`config.mk`:
```
export PLATFORM = sky130hd
export DESIGN_NAME = mirfak_clint
export DESIGN_NICKNAME = d
export VERILOG_FILES = /design/src/rtl/mirfak_clint.sv
export SDC_FILE = /design/constraint.sdc
export NUM_CORES = 1
export LEC_CHECK = 0
export BUFFER_PORTS_ARGS = -buffer_cell sky130_fd_sc_hd__buf_2
export CORE_MARGIN = 1.5
export CORE_UTILIZATION = 35
export CTS_CLUSTER_SIZE = 10
export DETAILED_ROUTE_END_ITERATION = 8
export PLACE_DENSITY_LB_ADDON = 0.08
export SLEW_MARGIN = 20
export SYNTH_ARGS = -nofsm -noshare
export SYNTH_HDL_FRONTEND = slang
export SYNTH_SLANG_ARGS = --single-unit
```
`constraint.sdc`:
```
create_clock -name clk_i -period 4 [get_ports clk_i]
set_clock_uncertainty 0.05 [all_clocks]
set_input_delay 0.4 -clock clk_i [delete_from_list [all_inputs] [get_ports clk_i]]
set_output_delay 0.4 -clock clk_i [all_outputs]
set_load 0.02 [all_outputs]
```
`src/rtl/mirfak_clint.sv`:
```
// mirfak_clint: core-local interruptor for the Mirfak CPU.
// Wishbone B4 classic slave holding mtime, mtimecmp and MSIP, and driving
// the machine timer / software interrupt lines.
// Build option: define MIRFAK_CLINT_EXT_TICK_EN to advance mtime from the
// asynchronous rtc_tick_i input instead of the internal TICK_DIV prescaler.
module mirfak_clint #(
  parameter logic [31:0] BASE_ADDR = 32'h0200_0000,
  parameter int unsigned TICK_DIV  = 1
) (
  input  logic        clk_i,
  input  logic        rst_ni,
  input  logic [31:0] wbs_addr_i,
  input  logic [31:0] wbs_dat_i,
  input  logic [3:0]  wbs_sel_i,
  input  logic        wbs_cyc_i,
  input  logic        wbs_stb_i,
  input  logic        wbs_we_i,
  output logic [31:0] wbs_dat_o,
  output logic        wbs_ack_o,
  output logic        wbs_err_o,
  output logic        xint_mtip_o,
  output logic        xint_msip_o
`ifdef MIRFAK_CLINT_EXT_TICK_EN
  ,
  input  logic        rtc_tick_i
`endif
);

  // Word offsets (byte offset >> 2) of the mapped registers.
  localparam logic [13:0] OFF_MSIP    = 14'h0000;
  localparam logic [13:0] OFF_CMP_LO  = 14'h1000;
  localparam logic [13:0] OFF_CMP_HI  = 14'h1001;
  localparam logic [13:0] OFF_TIME_LO = 14'h2FFE;
  localparam logic [13:0] OFF_TIME_HI = 14'h2FFF;

  // Replace only the byte lanes enabled in sel.
  function automatic logic [31:0] merge_bytes(input logic [31:0] old_v,
                                              input logic [31:0] new_v,
                                              input logic [3:0]  sel);
    logic [31:0] res;
    res = old_v;
    for (int i = 0; i < 4; i++) begin
      if (sel[i]) begin
        res[8*i +: 8] = new_v[8*i +: 8];
      end else begin
        res[8*i +: 8] = old_v[8*i +: 8];
      end
    end
    return res;
  endfunction

  logic        ack_q, ack_d;
  logic        err_q, err_d;
  logic [31:0] dat_q, dat_d;
  logic        mtip_q, mtip_d;
  logic        msip_out_q, msip_out_d;
  logic        msip_q, msip_d;
  logic [63:0] mtime_q, mtime_d;
  logic [63:0] mtimecmp_q, mtimecmp_d;

  logic        req_s;
  logic        hit_s;
  logic        mapped_s;
  logic        wr_s;
  logic [13:0] off_s;
  logic [31:0] rdata_s;
  logic        tick_s;
  logic        unused_addr_s;

  // Byte-offset bits [1:0] do not take part in decoding.
  assign unused_addr_s = ^wbs_addr_i[1:0];

  // Request qualification, address decode and read mux.
  always_comb begin
    req_s    = wbs_cyc_i & wbs_stb_i & ~(ack_q | err_q);
    off_s    = wbs_addr_i[15:2];
    mapped_s = 1'b0;
    rdata_s  = 32'h0000_0000;
    case (off_s)
      OFF_MSIP:    begin mapped_s = 1'b1; rdata_s = {31'h0000_0000, msip_q}; end
      OFF_CMP_LO:  begin mapped_s = 1'b1; rdata_s = mtimecmp_q[31:0];         end
      OFF_CMP_HI:  begin mapped_s = 1'b1; rdata_s = mtimecmp_q[63:32];        end
      OFF_TIME_LO: begin mapped_s = 1'b1; rdata_s = mtime_q[31:0];            end
      OFF_TIME_HI: begin mapped_s = 1'b1; rdata_s = mtime_q[63:32];           end
      default:     begin mapped_s = 1'b0; rdata_s = 32'h0000_0000;            end
    endcase
    hit_s = (wbs_addr_i[31:16] == BASE_ADDR[31:16]) & mapped_s;
    wr_s  = req_s & hit_s & wbs_we_i;
  end

  // One-cycle response; read data is captured with the response and held.
  always_comb begin
    ack_d = req_s & hit_s;
    err_d = req_s & ~hit_s;
    if (req_s) begin
      if (hit_s && !wbs_we_i) begin
        dat_d = rdata_s;
      end else begin
        dat_d = 32'h0000_0000;
      end
    end else begin
      dat_d = dat_q;
    end
  end

`ifdef MIRFAK_CLINT_EXT_TICK_EN
  logic [2:0] rtc_sync_q;

  // Two synchronizer stages plus an edge register on the external tick.
  always_ff @(posedge clk_i or negedge rst_ni) begin
    if (!rst_ni) begin
      rtc_sync_q <= 3'b000;
    end else begin
      rtc_sync_q <= {rtc_sync_q[1:0], rtc_tick_i};
    end
  end

  assign tick_s = rtc_sync_q[1] & ~rtc_sync_q[2];
`else
  localparam logic [15:0] PRESC_LAST = 16'(TICK_DIV - 1);
  logic [15:0] presc_q, presc_d;

  // Prescaler counts 0..TICK_DIV-1; the wrap cycle is the tick.
  always_comb begin
    tick_s = (presc_q == PRESC_LAST);
    if (tick_s) begin
      presc_d = 16'h0000;
    end else begin
      presc_d = presc_q + 16'h0001;
    end
  end

  // Prescaler state.
  always_ff @(posedge clk_i or negedge rst_ni) begin
    if (!rst_ni) begin
      presc_q <= 16'h0000;
    end else begin
      presc_q <= presc_d;
    end
  end
`endif

  // Register writes and mtime advance; a write to mtime wins over a tick.
  always_comb begin
    if (wr_s && (off_s == OFF_MSIP) && wbs_sel_i[0]) begin
      msip_d = wbs_dat_i[0];
    end else begin
      msip_d = msip_q;
    end

    mtimecmp_d = mtimecmp_q;
    if (wr_s && (off_s == OFF_CMP_LO)) begin
      mtimecmp_d[31:0] = merge_bytes(mtimecmp_q[31:0], wbs_dat_i, wbs_sel_i);
    end else if (wr_s && (off_s == OFF_CMP_HI)) begin
      mtimecmp_d[63:32] = merge_bytes(mtimecmp_q[63:32], wbs_dat_i, wbs_sel_i);
    end else begin
      mtimecmp_d = mtimecmp_q;
    end

    mtime_d = mtime_q;
    if (wr_s && (off_s == OFF_TIME_LO)) begin
      mtime_d[31:0] = merge_bytes(mtime_q[31:0], wbs_dat_i, wbs_sel_i);
    end else if (wr_s && (off_s == OFF_TIME_HI)) begin
      mtime_d[63:32] = merge_bytes(mtime_q[63:32], wbs_dat_i, wbs_sel_i);
    end else if (tick_s) begin
      mtime_d = mtime_q + 64'd1;
    end else begin
      mtime_d = mtime_q;
    end

    mtip_d     = (mtime_q >= mtimecmp_q);
    msip_out_d = msip_q;
  end

  // All bus, timer and interrupt state.
  always_ff @(posedge clk_i or negedge rst_ni) begin
    if (!rst_ni) begin
      ack_q      <= 1'b0;
      err_q      <= 1'b0;
      dat_q      <= 32'h0000_0000;
      mtip_q     <= 1'b0;
      msip_out_q <= 1'b0;
      msip_q     <= 1'b0;
      mtime_q    <= 64'h0000_0000_0000_0000;
      mtimecmp_q <= 64'hFFFF_FFFF_FFFF_FFFF;
    end else begin
      ack_q      <= ack_d;
      err_q      <= err_d;
      dat_q      <= dat_d;
      mtip_q     <= mtip_d;
      msip_out_q <= msip_out_d;
      msip_q     <= msip_d;
      mtime_q    <= mtime_d;
      mtimecmp_q <= mtimecmp_d;
    end
  end

  assign wbs_ack_o   = ack_q;
  assign wbs_err_o   = err_q;
  assign wbs_dat_o   = dat_q;
  assign xint_mtip_o = mtip_q;
  assign xint_msip_o = msip_out_q;

endmodule

```
==> impl_metrics.tcl <==
set metrics [dict create \
    status "finished clean" \
    route.detailed.drc 0 \
    period_share_pct 81.5 \
    grt_pass1_wl_mm 57.9 \
    placement.io_buffers 106 \
    grt_antenna_before_repair 0 \
    whs_ps 144 \
    fin_nets 1422 \
    hold_violations 0 \
    yosysWarnings 0 \
    crit_path_start "mtimecmp_q[57]$_DFFE_PN1P_" \
    crit-reg2reg-launch "mtimecmp_q[57]$_DFFE_PN1P_" \
    relSlewSlack_pct 28.0 \
    p_per_area_nw_per_um2 296 \
    die_h_um 181 \
    rsz0062_at_grt "false" \
    synth_commonest_cells "132 x nand2_1, 117 x dfrtp_1, 89 x o21ai_0" \
    fmax_mhz 307 \
    area_growth_pct 14.5 \
    die_area_um2 32600 \
    endpoint_kind "flip-flop" \
    layout.area.seq_um2 4610 \
    clkSinkCount 181 \
    cp.required_ps 4240 \
    post_cts_buffers 0 \
    grt_overflow 0 \
    hp-class "in2reg" \
    max-cap-violations 0 \
    layout-drive-gt1-share_pct 23.2 \
    ys.flop_type "dfrtp_1" \
    n_fill_cell 3090 \
    clkTransAtPathRegs_ps 70 \
    path_max_fanout 3 \
    cts_tree "done" \
    wl_per_cell_um 22.2 \
    final_antenna_net_count 0 \
    vias 9769 \
    first_global_vias 9321 \
    async_flop_share_pct 100 \
    syn_inst 1191 \
    yosysMostFrequentCell "nand2_1" \
    drt_first_pass_iters 6 \
    yosys-top-cells-area "dfrtp_1 27%, dfstp_2 15%, ha_1 7.6%" \
    dp_hpwl_mm 27.6 \
    power_leakage_nw 5.71 \
    synth_cell_types 66 \
    critical_path.startpoint_type "flip-flop" \
    syn_area_um2 11000 \
    grt_max_degree 92 \
    cts_hold_buf 1 \
    setup-tns-final_ps 0 \
    min-delay-start "wbs_dat_i[14]" \
    cts-root-buf "clkbuf_16" \
    num_antenna_cells 0 \
    insertion_delay_ps 470 \
    avgSynthCellArea_um2 9.26 \
    synth_top_area_share_pct 26.5 \
    synth_area_leader_cell "dfrtp_1" \
    grt_usage_pct 23.5 \
    fp-row-count 64 \
    die_w_um 181 \
    gp_congestion 0.870 \
    finalSetupViolCount 0 \
    ys_seq_area_share_pct 41.8 \
    clk_path_buf_depth 2 \
    htreeDepth 4 \
    multi_input_comb_area_um2 5930 \
    final_util_pct 41.0 \
    worstSetupPathType "reg2reg" \
    tightest_slew_ps 1070 \
    syn_nets 1331 \
    initial_utilization_pct 35.8 \
    ctsResizeCount 0 \
    routed_via_density 5.78 \
    arrival_ps 3500 \
    core_area_um2 30800 \
    ys_seq_elements 181 \
    synth_edf_count 0 \
    drt-initial-drc-count 826 \
    maxSlewViolCount 0 \
    cts_buffers 17 \
    ios 109 \
    min_period_ps 3260 \
    peakVddDrop_mv 0.289 \
    drt-total-wl_mm 37.6 \
]
cells in the final DEF (no fill, tap or decap), types with 4 or more instances in the layout:
| cell type | count |
|---|---|
| o21ai_0 | 89 |
| dfstp_2 | 64 |
| nor2_1 | 68 |
| dfrtp_1 | 117 |
| a211oi_1 | 29 |
| xnor2_1 | 13 |
| nor3_2 | 6 |
| nand4_1 | 34 |
| o31ai_1 | 15 |
| a311oi_1 | 10 |
| and3_1 | 21 |
| o211ai_1 | 13 |
| a21oi_1 | 83 |
| nand2_1 | 132 |
| ha_1 | 67 |
| nor3_1 | 27 |
| nand2b_1 | 7 |
| and4_1 | 7 |
| nor4_1 | 13 |
| a31oi_1 | 6 |
| clkbuf_16 | 17 |
| o22ai_1 | 12 |
| inv_1 | 73 |
| a221oi_1 | 20 |
| buf_2 | 105 |
| mux2_2 | 46 |
| a222oi_1 | 14 |
| buf_4 | 22 |
| nor4_4 | 4 |
| or4_1 | 4 |
| nor4_2 | 4 |
| o21ai_1 | 6 |
| and2_1 | 14 |
| nand3_1 | 44 |
| mux2i_1 | 21 |
| inv_6 | 9 |
worst paths after layout:
| check | to | slack [ps] | depth (start not counted) |
|---|---|---|---|
| setup / recovery | xint_mtip_o$_DFF_PN0_ | 740 | 9 |
| hold / removal | mtimecmp_q[46]$_DFFE_PN1P_ | 140 | 3 |
| setup reg to reg | xint_mtip_o$_DFF_PN0_ | 740 | 9 |
| hold reg to reg | xint_msip_o$_DFF_PN0_ | 350 | 0 |
| max in group asynchronous | mtimecmp_q[21]$_DFFE_PN1P_ | 2320 | 3 |
| min in group asynchronous | wbs_dat_o[6]$_DFFE_PN0P_ | 510 | 2 |
area by class of cell:
cell class              count  share of cell area [%]
clock inverters            15                    1.27
repair buffers            130                    5.81
clock buffers              17                    3.37
multi-input cells         879                    47.0
inverters                  73                    2.17
flip-flops and latches    181                    36.5
well taps                 396                    3.92
where the power goes:
part,switching (mW),internal [mW],leakage [nW],total [mW]
Clock,0.850,0.886,0.282,1.74
Sequential,0.000719,1.83,2.27,1.83
Combinational,0.125,0.0489,3.16,0.174
registers in the layout (all words and copies together) (netlist names):
signal	count
msip_out_d	1
xint_msip_o	1
mtimecmp_q	64
wbs_ack_o	1
wbs_err_o	1
presc_q	16
mtime_q	64
xint_mtip_o	1
wbs_dat_o	32
metal layers:
layer | up-vias | share of wire (%) | global-route usage [%]
li1 | 4606 | - | -
met1 | 4842 | 46 | 32.3
met2 | 274 | 47 | 37.6
met3 | 47 | 4.4 | 3.35
met4 | 0 | 2.6 | 8.57
met5 | - | 0 | 0
cell families after synthesis:
kind of cell	synth area share, %
simple gates	19.6
buf+inv	4.77
fa+ha+maj	7.60
xor+xnor	1.11
compound gates	18.6
flops	41.8
mux	6.60
worst max-delay path, cell delays in order (launching register included):
cell,delay (ps)
dfstp_2,540
inv_1,50
ha_1,280
a211oi_1,240
o21bai_1,120
a211oi_1,230
o21ai_0,420
a31o_2,380
nor4_1,600
nor3_1,180
through the flow:
| step | cells | total power [mW] | cell area [um2] | setup slack, ps |
|---|---|---|---|---|
| 4_1_cts | 1691 | 3.79 | 12600 | 895 |
| 5_1_grt | 1691 | 3.87 | 12600 | 700 |
| 6_report | 1691 | 3.74 | 12600 | 741 |
| 3_5_place_dp | 1658 | 2.04 | 12000 | 625 |
| 3_3_place_gp | 1658 | 2.04 | 12000 | 640 |
| 2_1_floorplan | 1191 | 1.91 | 11000 | 1640 |
No activity file was read; power rests on OpenSTA's default activity.
